File: src/rtl/note_sequencer.sv
// Note sequencer: steps through a (voice, duration) table, requests one
// sample per divided tick from the selected generator and hands it
// downstream over a valid/ready handshake.
module note_sequencer #(
    parameter int width_p     = 12,
    parameter int voices_p    = 4,
    parameter int steps_p     = 8,
    parameter int dur_width_p = 16,
    parameter int clk_div_p   = 2268
) (
    input  logic                                 clk_i,
    input  logic                                 reset_i,
    input  logic                                 start_i,
    input  logic                                 stop_i,
    input  logic                                 loop_i,
    input  logic [steps_p*$clog2(voices_p)-1:0]  step_voice_i,
    input  logic [steps_p*dur_width_p-1:0]       step_dur_i,
    input  logic [voices_p*width_p-1:0]          voice_data_i,
    output logic [voices_p-1:0]                  voice_ready_o,
    output logic [width_p-1:0]                   data_o,
    output logic                                 valid_o,
    input  logic                                 ready_i,
    output logic                                 busy_o,
    output logic [$clog2(steps_p)-1:0]           step_o,
    output logic                                 overrun_o
);
    localparam int vidx_w = $clog2(voices_p);
    localparam int step_w = $clog2(steps_p);
    localparam int cnt_w  = $clog2(clk_div_p);
    localparam int zc_w   = $clog2(steps_p + 1);

    typedef enum logic [2:0] {
        S_IDLE, S_ADV, S_WAIT, S_REQ, S_SET1, S_SET2, S_OUT
    } state_t;

    state_t                   state;
    logic [cnt_w-1:0]         div_cnt;
    logic                     tick;
    logic [dur_width_p-1:0]   remaining;
    logic [vidx_w-1:0]        sel_voice;
    logic [zc_w-1:0]          zero_cnt;

    logic [vidx_w-1:0]        cur_voice;
    logic                     last_step;
    logic [step_w-1:0]        nxt_step;
    logic [dur_width_p-1:0]   nxt_dur;
    logic [dur_width_p-1:0]   dur0;
    logic [voices_p-1:0]      req_onehot;
    logic [width_p-1:0]       sel_data;

    assign busy_o    = (state != S_IDLE);
    assign tick      = busy_o && (div_cnt == cnt_w'(clk_div_p - 1));
    assign cur_voice = step_voice_i[step_o*vidx_w +: vidx_w];
    assign last_step = (step_o == step_w'(steps_p - 1));
    assign nxt_step  = last_step ? '0 : step_o + step_w'(1);
    assign nxt_dur   = step_dur_i[nxt_step*dur_width_p +: dur_width_p];
    assign dur0      = step_dur_i[dur_width_p-1:0];

    // One-hot request for the current step's voice; out-of-range voices request nothing
    always_comb begin
        req_onehot = '0;
        if (int'(cur_voice) < voices_p) req_onehot[cur_voice] = 1'b1;
    end

    // Sample mux for the voice latched at REQ; out-of-range voices read as zero
    always_comb begin
        sel_data = '0;
        if (int'(sel_voice) < voices_p)
            sel_data = voice_data_i[int'(sel_voice)*width_p +: width_p];
    end

    // Sample-rate divider: free-runs while playing, parked at zero in IDLE so start begins a fresh period
    always_ff @(posedge clk_i or posedge reset_i) begin
        if (reset_i)                div_cnt <= '0;
        else if (state == S_IDLE)   div_cnt <= '0;
        else if (tick)              div_cnt <= '0;
        else                        div_cnt <= div_cnt + cnt_w'(1);
    end

    // Sequencer FSM with registered outputs; stop_i overrides everything
    always_ff @(posedge clk_i or posedge reset_i) begin
        if (reset_i) begin
            state         <= S_IDLE;
            voice_ready_o <= '0;
            data_o        <= '0;
            valid_o       <= 1'b0;
            step_o        <= '0;
            overrun_o     <= 1'b0;
            remaining     <= '0;
            sel_voice     <= '0;
            zero_cnt      <= '0;
        end else begin
            voice_ready_o <= '0;
            overrun_o     <= 1'b0;
            if (stop_i) begin
                state   <= S_IDLE;
                valid_o <= 1'b0;
                step_o  <= '0;
            end else begin
                // a tick while still holding a sample is lost
                if (state == S_OUT && tick) overrun_o <= 1'b1;
                case (state)
                    S_IDLE: if (start_i) begin
                        step_o    <= '0;
                        remaining <= dur0;
                        zero_cnt  <= (dur0 == '0) ? zc_w'(1) : '0;
                        state     <= S_ADV;
                    end
                    S_ADV: begin
                        if (remaining == '0) begin
                            if (last_step && !loop_i) begin
                                state  <= S_IDLE;
                                step_o <= '0;
                            end else if (nxt_dur == '0 &&
                                         zero_cnt + zc_w'(1) >= zc_w'(steps_p)) begin
                                // a whole table's worth of empty steps: nothing to play
                                state  <= S_IDLE;
                                step_o <= '0;
                            end else begin
                                step_o    <= nxt_step;
                                remaining <= nxt_dur;
                                zero_cnt  <= (nxt_dur == '0) ? zero_cnt + zc_w'(1) : '0;
                            end
                        end else begin
                            state <= S_WAIT;
                        end
                    end
                    S_WAIT: if (tick) begin
                        sel_voice     <= cur_voice;
                        voice_ready_o <= req_onehot;
                        state         <= S_REQ;
                    end
                    S_REQ:  state <= S_SET1;
                    S_SET1: state <= S_SET2;
                    S_SET2: begin
                        data_o  <= sel_data;
                        valid_o <= 1'b1;
                        state   <= S_OUT;
                    end
                    S_OUT: if (ready_i) begin
                        valid_o   <= 1'b0;
                        remaining <= remaining - dur_width_p'(1);
                        state     <= (remaining == dur_width_p'(1)) ? S_ADV : S_WAIT;
                    end
                    default: state <= S_IDLE;
                endcase
            end
        end
    end
endmodule
File: config.mk
export PLATFORM = sky130hd
export DESIGN_NAME = note_sequencer
export DESIGN_NICKNAME = d
export VERILOG_FILES = /design/src/rtl/note_sequencer.sv
export SDC_FILE = /design/constraint.sdc
export NUM_CORES = 1
export LEC_CHECK = 0
export ABC_AREA = 0
export ABC_CLOCK_PERIOD_IN_PS = 3450
export CAP_MARGIN = 20
export CORE_MARGIN = 1.5
export CORE_UTILIZATION = 39
export DETAILED_ROUTE_END_ITERATION = 10
export PLACE_DENSITY = 0.83
export SYNTH_ARGS = -nofsm -noshare
export SYNTH_HDL_FRONTEND = slang
export SYNTH_SLANG_ARGS = --single-unit
File: constraint.sdc
create_clock -name clk_i -period 3.45 [get_ports clk_i]
set_clock_uncertainty 0.2 [all_clocks]
set_input_delay 0.8625 -clock clk_i [delete_from_list [all_inputs] [get_ports clk_i]]
set_output_delay 0.8625 -clock clk_i [all_outputs]
set_load 0.05 [all_outputs]
==> impl_results.md, run 1 <==
* DRC violations left at 0
* Violated checks: negative setup slack
* Busiest grt layer: met2
* Max_slew headroom at 0.4388
* CP Class: flip-flop to flip-flop
* Synth Area in Adders at 0.01557
* Layout overhead on the synthesized area at 70.24%
* Cells after synthesis at 510
* Clock transition at path regs at 0.05 ns
* Post-synth top area cell: dfrtp_1
* Ys flop type: dfrtp_1
* Vias per Instance at 5.774
* Synth Warn # at 0
* Simple-gate share of the synthesized area at 0.1803
* Gr ovfl total at 0
* GRT Overall Usage at 0.2709
* Largest net degree at the start of global routing at 44
* Core area at 12010 um2
* Cell family with most CP delay: multiplexers
* Finished layout cell area at 8209 um2
* Syn_nets at 714
* Die height at 114.2 um
* Antenna violations before repair at 0
* F_max at 286.3 MHz
* WP data arrival at 3.50 ns
* RSZ-0062 raised after global routing: true
* Crit path capture type: flip-flop
* Worst-path cell chain: ha_4, ha_4, buf_12, buf_8, mux2_4, a22oi_2, o211ai_1, nor4_1, and4_4, a21oi_4, o21bai_4, buf_12, mux2_2
* Final Hold Violating Endpoints at 0
* Largest family of logic cells by synthesized area: multiplexers
* Synth cell count leaders: 58 x dfrtp_1, 50 x mux2_2, 49 x nor2_1, 46 x nand2_1, 28 x a21oi_1
* Met2 GRT Util at 0.4980
* H-Tree Depth at 3
* Via count of the first global-routing pass at 5574
* Area contributors post-synth: dfrtp_1 30%, mux2_2 12%, mux4_2 9.3%, nor2_1 3.8%, nand2_1 3.6%
* Synth async-reset ratio at 1.000
* Routed WL at 17930 um
* Final period util at 1.013
* CTS Root Cell: clkbuf_16
* I/O Pins at 220
* Clock Path Buffers at 2
* Initial core utilization at 0.4015
* Leak pwr at 3.285 nW
* Die Wd at 114.2 um
* Peak supply drop at 0.0002953 V
* Met1 GRT Util at 0.2907
* Worst setup margin at -0.04336 ns
* Mux cell area share after synthesis at 0.2532
* Status: finished with violations
* Worst skew pair latency at 0.32 ns
* WP buf/inv at 3
* Seq/Total Area, Yosys at 0.3010
* Synth Register Bits at 58
* Final Max Slew Viols at 0
* Clock Sinks at 58
* Maxcap violations at 0
* Cts hold-fix bufs at 0
* CTS tree: built
* GPL Wtd Cong at 0.9501
* Crit Path Max Fanout at 9
* GR Util met3 at 0.07570
* Input/output buffers at 219
* Worst-margin pin slew at 0.8401 ns
* Synth top area share at 0.3010
* Post-Syn Area per Cell at 9.455 um2
* Hold slack at 0.2907 ns
* Full die area at 13040 um2
* Fraction of layout cells with a size suffix above 1 at 0.2503
* Worst hold path type: flip-flop to flip-flop
* Initial DRC count at 287
* Initial DRT Pass Iterations at 5
* First-pass GRT wire length at 27710 um
* Row Count at 40
* Fin nets at 990
* Pwr dens at 449.0 nW/um2
* Setup crit start kind: flip-flop
* Yosys cell types at 61
* CP max stage delay at 0.42 ns
* Placed Area at 7471 um2
* Tmin final at 3.493 ns
* Compound-Gate Fraction of Synth Area at 0.1715
* Required time worst endpoint at 3.45 ns
* XOR/XNOR share of the synthesized area at 0.03088
* Detail Placement HPWL at 13800 um
* Syn Std Cell Area at 4822 um2
* Vias at 5416
* Final setup fails at 9
* TritonCTS Buffers at 9
* CP max-delay cell: dfrtp_2
* Number of synthesized flops with an enable pin at 0
* Ant. Diodes at 0
* Drt wl/cell at 19.11 um
* Post-DRT Antenna Nets at 0
* Most frequent cell after synthesis: dfrtp_1
worst register-to-register path: stages, from the launching register on:
cell	delay [ns]
dfrtp_2	0.42
ha_4	0.18
ha_4	0.34
buf_12	0.13
buf_8	0.12
mux2_4	0.31
a22oi_2	0.20
o211ai_1	0.18
nor4_1	0.24
and4_4	0.31
a21oi_4	0.07
o21bai_4	0.20
buf_12	0.15
mux2_2	0.33
cell usage in the layout (no fill, tap or decap), drive strengths merged, types with 10 or more instances in the layout:
cell type        n
mux4            22
clkdlybuf4s50  217
buf             76
a22oi           15
a21oi           29
mux2            51
o31ai           11
clkbuf          13
nor3            14
o211ai          10
nor4            10
nand2           46
inv             15
nor2            50
mux2i           14
dfrtp           58
xnor2           10
nand3           14
o21ai           20
where the power goes:
| group | switching [W] | total (W) | internal, W | leakage (nW) |
|---|---|---|---|---|
| combinational | 0.000861 | 0.00167 | 0.000810 | 2.37 |
| clock | 0.000301 | 0.000949 | 0.000648 | 0.156 |
| sequential | 0.000200 | 0.00107 | 0.000865 | 0.757 |
logic make-up (layout without fill, tap and decap cells):
logic type | after synthesis | after routing
and+or+nand+nor | 176 | 176
muxes | 87 | 87
DFF | 58 | 58
adders and majority gates | 6 | 6
AOI/OAI and AO/OA | 119 | 119
xor gates and xnor gates | 17 | 17
buffers and inverters | 47 | 328
metrics by stage:
stage / setup slack, ns / TNS [ns] / power, W / cells / util
floorplan: 0.0001177 / 0 / 0.001993 / 510 / -
global placement: -0.1786 / -2.298 / 0.002595 / 899 / 0.6220
detailed placement: -0.2554 / -4.301 / 0.002643 / 899 / 0.6220
CTS: 0.01289 / 0 / 0.003629 / 927 / 0.6598
global route: -0.07507 / -0.6630 / 0.003880 / 938 / 0.6834
finish: -0.04336 / -0.2461 / 0.003686 / 938 / 0.6834
sequential cells by signal, summed over array words and instances (netlist names):
signal	cells
overrun_o	1
step_o	3
zero_cnt	4
remaining	16
voice_ready_o	4
div_cnt	12
sel_voice	2
data_o	12
valid_o	1
state	3
per-layer routing:
layer  part of all wire  wire [um]  vias to the layer above
met5                  0          0                        -
met4              0.041        733                        0
met3              0.084       1505                       55
met2               0.51       9199                      313
met1               0.36       6488                     2557
li1                   -          -                     2491
repair_timing:
item,4_1_cts,5_1_grt
endpoints found under the setup margin,24,24
setup buffers,12,8
resized for setup,8,39
cloned,0,2
pin swaps,7,21
path summary, 6_finish.rpt:
path,from,end,slack (ns),depth (start not counted)
setup / recovery,step_o[0]$_DFFE_PP0P_,remaining[4]$_DFFE_PP0P_,-0.04,13
hold / removal,div_cnt[0]$_DFF_PP0_,div_cnt[0]$_DFF_PP0_,0.29,1
setup reg to reg,step_o[0]$_DFFE_PP0P_,remaining[4]$_DFFE_PP0P_,-0.04,13
hold reg to reg,div_cnt[0]$_DFF_PP0_,div_cnt[0]$_DFF_PP0_,0.29,1
max in group asynchronous,reset_i,remaining[0]$_DFFE_PP0P_,1.72,3
min in group asynchronous,reset_i,overrun_o$_DFF_PP0_,0.74,2
layout make-up:
class | instances | area (um2)
Fill cell | 900 | 3802
Multi-Input combinational cell | 405 | 3283
Timing Repair Buffer | 296 | 2908
Sequential cell | 58 | 1454
Clock buffer | 11 | 242.7
Tap cell | 147 | 183.9
Clock inverter | 5 | 77.57
Inverter | 16 | 60.06
(Power assumes the default switching activity.)
==> run 2: changes to the inputs <==
- CORE_ASPECT_RATIO: unset -> 1.75
- CTS_CLUSTER_DIAMETER: unset -> 150
- GPL_ROUTABILITY_DRIVEN: unset -> 0
==> run 2 against run 1 <==
The flow still finishes with violations (negative setup slack). Total power up 3.1%. Setup slack got worse by 0.026 ns. Hold slack better by 0.011 ns. Combinational power grew 4%. Sequential share of layout area grew 0.11 points. First-iteration DRC count up 9.8%. Global-route usage rose by 2.1 points. Routed wire length increased by 4.2%. Clock-buffer cell count is 1 higher. Cell area fell by 0.64%. Maximum frequency decreased by 0.74%. Critical endpoint is now remaining[8]$_DFFE_PP0P_. Largest cell class unchanged.
==> impl_results.md, run 2 (same netlist as run 1, synthesis figures left out) <==
* Status: finished with violations (unchanged)
* Violated checks: negative setup slack (unchanged)
* Initial DRT Pass Iterations at 6 (was 5)
* Biggest regs: remaining: 16 flops, data_o: 12 flops, div_cnt: 12 flops (unchanged)
* Worst skew pair latency at 0.32 ns (about the same)
* Most common cell after layout, fill and taps aside: clkdlybuf4s50_1 (unchanged)
* Die height at 150.1 um (was 114.2 um)
* R2R Setup Slk at -0.07 ns (was -0.04 ns)
* Max_slew headroom at 0.2545 (was 0.4388)
* Final period util at 1.020 (was 1.013)
* Post-route setup TNS at -0.4689 ns (was -0.2461 ns)
* CTS tree: built (unchanged)
* Worst-margin pin slew at 1.114 ns (was 0.8401 ns)
* Detail Placement HPWL at 14220 um (was 13800 um)
* CP Class: flip-flop to flip-flop (unchanged)
* CP max-delay cell: dfrtp_2 (unchanged)
* Largest net degree at the start of global routing at 44 (unchanged)
* Initial core utilization at 0.4018 (was 0.4015)
* Worst-path cell chain: ha_4, ha_4, buf_12, mux2_4, a22oi_2, o211ai_1, nor4_4, and4_4, a21oi_4, o21bai_4, mux2_4 (was ha_4, ha_4, buf_12, buf_8, mux2_4, a22oi_2, o211ai_1, nor4_1, and4_4, a21oi_4, o21bai_4, buf_12, mux2_2)
* Final Max Slew Viols at 0 (unchanged)
* Core area at 12000 um2 (was 12010 um2)
* Routed WL at 18680 um (was 17930 um)
* DRC violations left at 0 (unchanged)
* Filler cells at 851 (was 900)
* WP buf/inv at 1 (was 3)
* Crit path capture type: flip-flop (unchanged)
* CP max stage delay at 0.42 ns (about the same)
* CTS Root Cell: clkbuf_16 (unchanged)
* Input/output buffers at 219 (unchanged)
* Initial DRC count at 315 (was 287)
* Fraction of layout cells with a size suffix above 1 at 0.2436 (was 0.2503)
* WP data arrival at 3.53 ns (was 3.50 ns)
* Via count of the first global-routing pass at 5988 (was 5574)
* Final Hold Violating Endpoints at 0 (unchanged)
* Vias per Instance at 5.937 (was 5.774)
* Row Count at 53 (was 40)
* Clock Sinks at 58 (unchanged)
* Worst setup margin at -0.06926 ns (was -0.04336 ns)
* Most frequent cells in the layout: 219 x clkdlybuf4s50_1, 56 x dfrtp_1, 53 x buf_4, 49 x nor2_1, 46 x nand2_1 (was 217 x clkdlybuf4s50_1, 63 x buf_4, 56 x dfrtp_1, 48 x nor2_1, 46 x nand2_1)
* TritonCTS Buffers at 9 (unchanged)
* Post-DRT Antenna Nets at 0 (unchanged)
* Leak pwr at 3.216 nW (was 3.285 nW)
* Layout overhead on the synthesized area at 69.15% (was 70.24%)
* First-pass GRT wire length at 29220 um (was 27710 um)
* Required time worst endpoint at 3.46 ns (was 3.45 ns)
* Maxcap violations at 0 (unchanged)
* Peak supply drop at 0.0003030 V (was 0.0002953 V)
* Die Wd at 87.06 um (was 114.2 um)
* Ant. Diodes at 0 (unchanged)
* Full die area at 13070 um2 (was 13040 um2)
* Vias at 5587 (was 5416)
* F_max at 284.2 MHz (was 286.3 MHz)
* Largest register by flop count: remaining (unchanged)
* Pwr dens at 466.0 nW/um2 (was 449.0 nW/um2)
* Number of flip-flops in the largest register at 16 (unchanged)
* Drt wl/cell at 19.85 um (was 19.11 um)
* Clock transition at path regs at 0.05 ns (about the same)
* Tmin final at 3.519 ns (was 3.493 ns)
* H-Tree Depth at 3 (unchanged)
* Hold slack at 0.3015 ns (was 0.2907 ns)
* Final setup fails at 10 (was 9)
* I/O Pins at 220 (unchanged)
* Gr ovfl total at 0 (unchanged)
* RSZ-0062 raised after global routing: true (unchanged)
* Cell family with most CP delay: compound AO/OA/AOI/OAI gates (was multiplexers)
* Setup crit start kind: flip-flop (unchanged)
* Crit Path Max Fanout at 6 (was 9)
* Cts hold-fix bufs at 0 (unchanged)
* Antenna violations before repair at 0 (unchanged)
* Fin nets at 975 (was 990)
* Worst hold path type: flip-flop to flip-flop (unchanged)
* Clock Path Buffers at 2 (unchanged)
* GRT Overall Usage at 0.2915 (was 0.2709)
[run 2: metrics by stage]
stage / worst slack [ns] / total power (W) / cells / cell area [um2] / utilization
floorplan: 0.0001177 / 0.001993 / 510 / 4831 / -
global placement: -0.2608 / 0.002581 / 917 / 7506 / 0.6254
detailed placement: -0.4451 / 0.002644 / 917 / 7506 / 0.6254
CTS: -0.03368 / 0.003714 / 941 / 8093 / 0.6742
global route: -0.1716 / 0.003969 / 941 / 8157 / 0.6796
finish: -0.06926 / 0.003801 / 941 / 8157 / 0.6796
[run 2: report_power, final]
part           internal [W]  switching [W]  total, W
Clock              0.000689       0.000303  0.000992
Combinational      0.000808       0.000931   0.00174
Sequential         0.000866       0.000204   0.00107
Total               0.00236        0.00144   0.00380
[run 2: routing by layer]
metal	part of all wire	global-route usage
met1	0.31	0.2694
met2	0.54	0.5477
met3	0.068	0.05647
met4	0.081	0.2121
met5	0	0
[run 2: final cells by class]
cell class	instances	area, um2	area share
multi-input cells	406	3366	0.4126
repair buffers	280	2731	0.3349
flip-flops and latches	58	1454	0.1782
clock buffers	12	266.5	0.03267
well taps	165	206.4	0.02531
clock inverters	4	72.57	0.008897
inverters	16	60.06	0.007363
[run 2: path summary, 6_finish.rpt]
| path | startpoint | to | depth (start not counted) |
|---|---|---|---|
| setup / recovery | step_o[0]$_DFFE_PP0P_ | remaining[8]$_DFFE_PP0P_ | 11 |
| hold / removal | data_o[0]$_DFFE_PP0P_ | data_o[0]$_DFFE_PP0P_ | 1 |
| setup reg to reg | step_o[0]$_DFFE_PP0P_ | remaining[8]$_DFFE_PP0P_ | 11 |
| hold reg to reg | data_o[0]$_DFFE_PP0P_ | data_o[0]$_DFFE_PP0P_ | 1 |
| max in group asynchronous | reset_i | step_o[0]$_DFFE_PP0P_ | 3 |
| min in group asynchronous | reset_i | remaining[8]$_DFFE_PP0P_ | 2 |
[run 2: worst register-to-register path, cell delays in order, from the launching register on]
cell and delay (ns):
dfrtp_2 0.42, ha_4 0.17, ha_4 0.36, buf_12 0.15, mux2_4 0.31, a22oi_2 0.17, o211ai_1 0.20, nor4_4 0.40
and4_4 0.32, a21oi_4 0.10, o21bai_4 0.27, mux2_4 0.34
[run 2: repair_timing]
| action | in CTS | in global routing |
|---|---|---|
| endpoints found under the setup margin | 24 | 24 |
| gates resized for setup | 32 | 25 |
| cloned | 2 | 0 |
| pin swaps | 15 | 12 |
| setup buffers | 6 | 1 |
